`src/rtl/clock_mode_sequencer.sv`:
```
// Sequences PLL option and CPU turbo changes for clock_generator, freezing cpuclk
// (clk_hold) before and after each switch and waiting for PLL SRDY with a timeout.
module clock_mode_sequencer #(
    parameter int unsigned HOLD_CYCLES  = 4,
    parameter int unsigned PLL_MIN_WAIT = 16,
    parameter int unsigned PLL_TIMEOUT  = 65535
) (
    input  logic       clk,
    input  logic       rst,
    input  logic       req_valid,
    output logic       req_ready,
    input  logic [2:0] req_pll,
    input  logic [1:0] req_turbo,
    input  logic       pll_srdy,
    output logic [2:0] pll_option,
    output logic [1:0] turbo_enable,
    output logic       clk_hold,
    output logic       busy,
    output logic       done,
    output logic       timeout_err
);

    typedef enum logic [2:0] {
        IDLE,
        PRE_HOLD,
        SWITCH,
        PLL_WAIT,
        POST_HOLD,
        DONE
    } state_t;

    localparam logic [15:0] HOLD_LAST    = 16'(HOLD_CYCLES - 1);
    localparam logic [15:0] MIN_WAIT     = 16'(PLL_MIN_WAIT);
    localparam logic [15:0] TIMEOUT_LAST = 16'(PLL_TIMEOUT - 1);

    state_t      state;
    logic [15:0] cnt;
    logic [15:0] cnt_inc;
    logic [2:0]  pll_lat;
    logic [1:0]  turbo_lat;

    // Saturating increment so no state can ever wrap the counter.
    assign cnt_inc = (cnt == 16'hFFFF) ? cnt : cnt + 16'd1;

    // NOTE: every register here uses <= so all branches see pre-edge values of state/cnt.
    always_ff @(posedge clk) begin
        if (rst) begin
            state        <= IDLE;
            cnt          <= 16'd0;
            pll_lat      <= 3'd0;
            turbo_lat    <= 2'd0;
            pll_option   <= 3'd0;
            turbo_enable <= 2'd0;
            clk_hold     <= 1'b0;
            done         <= 1'b0;
            timeout_err  <= 1'b0;
        end else begin
            done <= 1'b0;
            case (state)
                IDLE: begin
                    if (req_valid) begin
                        pll_lat     <= req_pll;
                        turbo_lat   <= req_turbo;
                        timeout_err <= 1'b0;
                        cnt         <= 16'd0;
                        if (req_pll == pll_option && req_turbo == turbo_enable) begin
                            state <= DONE;
                        end else begin
                            state    <= PRE_HOLD;
                            clk_hold <= 1'b1;
                        end
                    end
                end
                PRE_HOLD: begin
                    if (cnt == HOLD_LAST) begin
                        state <= SWITCH;
                        cnt   <= 16'd0;
                    end else begin
                        cnt <= cnt_inc;
                    end
                end
                SWITCH: begin
                    pll_option   <= pll_lat;
                    turbo_enable <= turbo_lat;
                    cnt          <= 16'd0;
                    state        <= (pll_lat != pll_option) ? PLL_WAIT : POST_HOLD;
                end
                PLL_WAIT: begin
                    // A valid srdy wins over the timeout on the same cycle.
                    if (pll_srdy && cnt >= MIN_WAIT) begin
                        state <= POST_HOLD;
                        cnt   <= 16'd0;
                    end else if (cnt == TIMEOUT_LAST) begin
                        timeout_err <= 1'b1;
                        state       <= POST_HOLD;
                        cnt         <= 16'd0;
                    end else begin
                        cnt <= cnt_inc;
                    end
                end
                POST_HOLD: begin
                    if (cnt == HOLD_LAST) begin
                        state <= DONE;
                        cnt   <= 16'd0;
                    end else begin
                        cnt <= cnt_inc;
                    end
                end
                DONE: begin
                    clk_hold <= 1'b0;
                    done     <= 1'b1;
                    state    <= IDLE;
                end
                default: begin
                    state <= IDLE;
                end
            endcase
        end
    end

    assign busy      = (state != IDLE);
    assign req_ready = ~busy & ~rst;

endmodule

```
`config.mk`:
```
export PLATFORM = sky130hd
export DESIGN_NAME = clock_mode_sequencer
export DESIGN_NICKNAME = d
export VERILOG_FILES = /design/src/rtl/clock_mode_sequencer.sv
export SDC_FILE = /design/constraint.sdc
export NUM_CORES = 1
export LEC_CHECK = 0
export ABC_AREA = 1
export CAP_MARGIN = 20
export CORE_AREA = 2 2 66 68
export DETAILED_ROUTE_END_ITERATION = 8
export DIE_AREA = 0 0 68 70
export PLACE_DENSITY_LB_ADDON = 0.12
export SYNTH_ARGS = -nofsm -noshare
export SYNTH_HDL_FRONTEND = slang
export SYNTH_SLANG_ARGS = --single-unit
```
`constraint.sdc`:
```
create_clock -name clk -period 1.5 [get_ports clk]
set_input_delay 0.225 -clock clk [delete_from_list [all_inputs] [get_ports clk]]
set_output_delay 0.225 -clock clk [all_outputs]
set_load 0.02 [all_outputs]
```
==> impl_metrics.toml, run 1 <==
[global_route]
first_global_vias = 1990
antenna_found_initial = 0
grt_max_degree = 14
met3_usage_pct = 4.35
grt_busiest_layer = "met2"
grt_pass1_wl_um = 8450
grt-ovfl-total = 0
met2_usage_pct = 41.4
grt_use_total_pct = 23.5
use_met1_pct = 26.6

[final_layout]
layoutNonFillerInstCount = 425
syn2layout_area_growth_pct = 47.6
finalInstanceArea_um2 = 2840
drive_gt1_share_pct = 33.2
finalNetCount = 384
num_antenna_cells = 0

[clocking]
numClockSinks = 32
insertion_delay_ps = 300
numCtsBuffers = 5
cts.path.max_buffers = 2
cts-root-buf = "clkbuf_8"
htreeDepth = 2
cts_tree = "built"
clkSlewWorstSetupHoldPaths_ps = 80

[logic_synthesis]
ys_seq_elements = 32
syn_avg_cell_area_um2 = 6.53
yosysTopAreaCellShare_pct = 33.3
synth_common_cells = "69 x nand2_1, 51 x nor2_1, 33 x inv_1"
ys_top_cells_by_area = "dfxtp_1 33%, nand2_1 13%, nor2_1 9.9%"
synth.largest_area_cell = "dfxtp_1"
yosys_warnings = 0
synth.most_common_cell = "nand2_1"
syn-cell-area_um2 = 1930
synth_edf_count = 0
syn_nets = 307
ys.flop_type = "dfxtp_1"
ys_types = 25
synth-async-reset-ratio_pct = 0
synth_cells = 295
seq_area_frac_synth_pct = 33.3

[sta]
setup-violations-final = 17
slew-limit-headroom_pct = 80.8
rsz0062_at_grt = "yes"
fin_crit_sh_pct = 106
maxSlewViolCount = 0
maxClockFrequency_mhz = 627
hold_viol = 0
worstMarginPinSlew_ps = 287
layout_min_cycle_time_ps = 1590
timing.setup.tns_ps = -1020
fin_hold_ws_ps = 451
fin_worst_skew_ps = 5.55
setup_slack_ps = -93.9

[critical_path]
critPathKind = "register to register"
critical_path_depth = 12
rrSetupSlack_ps = -90
end_kind = "register"
timing.rr.start = "cnt[1]"
path_buf_inv = 3
critPathSlowestCell = "dfxtp_4"
critPathTopFamily = "simple AND/OR/NAND/NOR gates"
arrival_ps = 1790
start_kind = "register"
cp.required_ps = 1700
cp_max_fo = 10
reg2reg_to = "cnt[9]"
cp_cell_sequence = "buf_6, ha_4, inv_2, nor2_1, nand2_1, nor2_4, nor2_4, nand2_4, nand2_4, o21ai_4, buf_12, nor2_1"
cpPeakStageDelay_ps = 370
reg2reg_depth = 12

[drt]
first_pass_iters = 4
drt.antenna.violating_nets = 0
viasPerCell = 4.91
routed_wl_um = 5220
vias = 2087
wl_per_cell_um = 12.3
dr.first_iter.drc_count = 95
drc = 0

[floorplan]
die-height_um = 70
placementRows = 24
die_w_um = 68
io_pins = 19
dieArea_um2 = 4760
start_util_pct = 46.5
core_um2 = 4140

[status]
run_status = "finished with violations"
violations = "negative setup slack"

[power_and_ir_drop]
p_leak_uw = 0.00123
power_density_nw_per_um2 = 1440
ir_drop_uv = 1100
total_power_uw = 4090

[worst_hold_path]
hold_path_class = "register to register"
min_from = "turbo_lat[0]"
hold_depth = 2
hold-path-endpoint = "turbo_enable[0]"

[place]
placed_area_um2 = 2580
dp.cells = 413
gp_congestion = 0.841
hpwl_um = 3790
portBuffers = 18

[flow_run]
max_cap_violations = 0
-- where the power goes --
group	switching, uW	internal, uW
logic	1240	996
clock network	389	329
registers	125	1020
total	1750	2340
-- placed cells by master, fill, tap and decap left out, drive strengths merged --
cell,count
nand2,80
nand3b,1
dlygate4sd2,5
clkinvlp,2
o21ai,22
buf,54
clkdlybuf4s50,11
clkdlybuf4s15,1
xnor2,3
nor3,4
o22ai,1
clkbuf,6
xor2,5
inv,37
o21bai,2
a21oi,16
nand4,5
clkinv,1
nand3,21
ha,3
a31o,1
nor2,60
dfxtp,32
-- cell families (layout without fill, tap and decap cells) --
kind of cell | count (synthesis) | count (layout) | share of synthesized area [%]
AND/OR/NAND/NOR | 171 | 171 | 41.5
buffers and inverters | 39 | 117 | 7.60
flip-flops | 32 | 32 | 33.3
adder cells (fa/ha/maj) | 3 | 3 | 1.95
AO/OA/AOI/OAI | 42 | 42 | 12.0
XOR/XNOR | 8 | 8 | 3.64
-- layout make-up --
class | instances | area [um2]
clock inverters | 3 | 23.8
flip-flops and latches | 32 | 656
repair buffers | 72 | 627
fillers | 371 | 1300
clock buffers | 5 | 68.8
multi-input cells | 224 | 1260
inverters | 37 | 139
well taps | 52 | 65.1
-- flip-flops by register name (all words and copies together) (netlist names) --
signal        count
pll_lat           3
turbo_lat         2
pll_option        3
timeout_err       1
turbo_enable      2
done              1
cnt              16
clk_hold          1
state             3
-- worst register-to-register path, cell delays in order (launching register included) --
cell,delay [ps]
dfxtp_4,370
buf_6,100
ha_4,110
inv_2,30
nor2_1,100
nand2_1,120
nor2_4,150
nor2_4,50
nand2_4,70
nand2_4,60
o21ai_4,140
buf_12,150
nor2_1,50
-- how the worst max path moves through the flow --
stage / startpoint / end
detailed placement: cnt[0] / state[1]
global route: cnt[1] / cnt[5]
floorplan: cnt[1] / cnt[5]
global placement: rst / req_ready
CTS: cnt[0] / cnt[9]
finish: cnt[1] / cnt[9]
-- through the flow --
stage	util (%)	setup slack, ps
6_report	68.6	-93.9
2_1_floorplan	-	20.7
5_1_grt	68.6	-166
4_1_cts	67.0	-52.4
3_5_place_dp	62.2	-148
3_3_place_gp	62.2	-131
-- metal layers --
layer / up-vias / wire [um]
met5: - / 0
met4: 0 / 120
met3: 11 / 174
met2: 36 / 2680
met1: 951 / 2240
li1: 1089 / -
-- repair_timing --
item	4_1_cts	5_1_grt
endpoints found under the setup margin	26	21
pin swaps	10	7
hold buffers	0	0
buffers inserted	3	1
gates resized for setup	34	25
(Power assumes the default switching activity.)
==> run 2, diff against run 1 <==
Settings changed: CORE_AREA 2 2 66 68 to 2 2 65 67, DIE_AREA 0 0 68 70 to 0 0 67 69, TNS_END_PERCENT set to 20.
==> run 2 against run 1 <==
The run still ends with negative setup slack left. Critical path depth stayed put. Global-route usage decreased by 0.91 points. Routed wire length fell by 3.9%. Sequential share of layout area increased by 0.27 points. Register-to-register slack barely moved. First-iteration DRC count is 27% lower. Non-clock buffer count shrank 3. Combinational power shrank 4%. Worst setup slack got worse by 4.2 ps. Final area fell by 2.3%. Die area decreased by 2.9%.
==> impl_metrics.toml, run 2 (synthesis results as in run 1) <==
[critical_path]
arrival_ps = 1790
reg2reg_to = "cnt[9]"
end_kind = "register"
critPathKind = "register to register"
cp.required_ps = 1690
start_kind = "register"
rrSetupSlack_ps = -100
cp_max_fo = 10
timing.rr.start = "cnt[1]"
reg2reg_depth = 12

[sta]
fin_crit_sh_pct = 107
maxSlewViolCount = 0
rsz0062_at_grt = "yes"
worstMarginPinSlew_ps = 256
slew-limit-headroom_pct = 82.9
setup_slack_ps = -98.1
layout_min_cycle_time_ps = 1600
fin_worst_skew_ps = 8.68
fin_hold_ws_ps = 460
maxClockFrequency_mhz = 626
hold_viol = 0
setup-violations-final = 16

[final_layout]
largest-register = "cnt"
syn2layout_area_growth_pct = 44.2
num_antenna_cells = 0
drive_gt1_share_pct = 30.0
layout_common_cells = "62 x nand2_1, 47 x buf_4, 46 x nor2_1, 30 x inv_1, 28 x dfxtp_1"
final_common_cell = "nand2_1"
finalNetCount = 381
largest_register_ffs = 16

[worst_hold_path]
min_from = "turbo_lat[0]"
hold_path_class = "register to register"
hold_depth = 2
hold-path-endpoint = "turbo_enable[0]"

[floorplan]
start_util_pct = 49.2
die-height_um = 69
core_um2 = 3910
io_pins = 19
placementRows = 23
die_w_um = 67
dieArea_um2 = 4620

[global_route]
antenna_found_initial = 0
first_global_vias = 1914
grt_pass1_wl_um = 8160
grt_max_degree = 14
grt_use_total_pct = 22.6
grt-ovfl-total = 0

[drt]
vias = 2050
routed_wl_um = 5010
drc = 0
first_pass_iters = 4
dr.first_iter.drc_count = 69
drt.antenna.violating_nets = 0
wl_per_cell_um = 11.9
viasPerCell = 4.88

[place]
portBuffers = 18
hpwl_um = 3760
gp_congestion = 0.860

[power_and_ir_drop]
ir_drop_uv = 1310
p_leak_uw = 0.00121
total_power_uw = 4110
power_density_nw_per_um2 = 1480

[clocking]
htreeDepth = 2
cts-root-buf = "clkbuf_8"
insertion_delay_ps = 290
cts.path.max_buffers = 2
clkSlewWorstSetupHoldPaths_ps = 70
cts_tree = "built"
numClockSinks = 32
numCtsBuffers = 5

[flow_run]
max_cap_violations = 0

[status]
violations = "negative setup slack"
run_status = "finished with violations"
[run 2: repair_timing]
item,in CTS,in global routing
hold buffers,0,0
pin swaps,1,5
buffers inserted,0,3
setup endpoints to repair,26,21
endpoints found under the hold margin,0,0
resized for setup,13,33
[run 2: power breakdown]
| part | internal [uW] | leakage, uW | switching, uW |
|---|---|---|---|
| combinational | 962 | 0.000897 | 1170 |
| clock | 493 | 0.0000552 | 347 |
| sequential | 1010 | 0.000263 | 123 |
| total | 2470 | 0.00121 | 1640 |
[run 2: critical path: stages (launching register included)]
cell and delay [ps]:
dfxtp_2 370, buf_6 120, ha_4 110, inv_2 30, nor2_2 120, nand2_2 80, nor2_4 160, nor2_4 50
nand2_4 70, nand2_4 60, o21ai_4 150, buf_12 140, nor2_1 50
[run 2: layer usage]
layer	wire length, um	global-route usage, %
met5	0	0
met4	103	7.71
met3	147	4.57
met2	2480	40.5
met1	2280	25.7
[run 2: per-stage QoR]
stage	instances	setup TNS, ps	utilization (%)	area, um2	setup slack, ps
6_report	420	-967	70.9	2780	-98.1
5_1_grt	420	-2910	70.9	2780	-204
4_1_cts	417	-1290	67.9	2660	-99.6
3_5_place_dp	409	-3200	65.1	2550	-206
3_3_place_gp	409	-2810	65.1	2550	-177
2_1_floorplan	295	0	-	1930	20.7
[run 2: area by class of cell]
type / count / area, um2
Clock buffer: 6 / 72.6
Clock inverter: 2 / 35.0
Fill cell: 345 / 1140
Inverter: 37 / 139
Multi-Input combinational cell: 224 / 1230
Sequential cell: 32 / 648
Tap cell: 50 / 62.6
Timing Repair Buffer: 69 / 584
[run 2: how the worst max path moves through the flow]
| stage | start | to | slack, ps | cells after the start |
|---|---|---|---|---|
| finish | cnt[1] | cnt[9] | -100 | 12 |
| global route | cnt[1] | cnt[9] | -200 | 12 |
| CTS | cnt[0] | cnt[9] | -100 | 10 |
| detailed placement | cnt[0] | cnt[9] | -210 | 10 |
| global placement | cnt[0] | cnt[9] | -180 | 10 |
| floorplan | cnt[1] | cnt[5] | 20 | 8 |
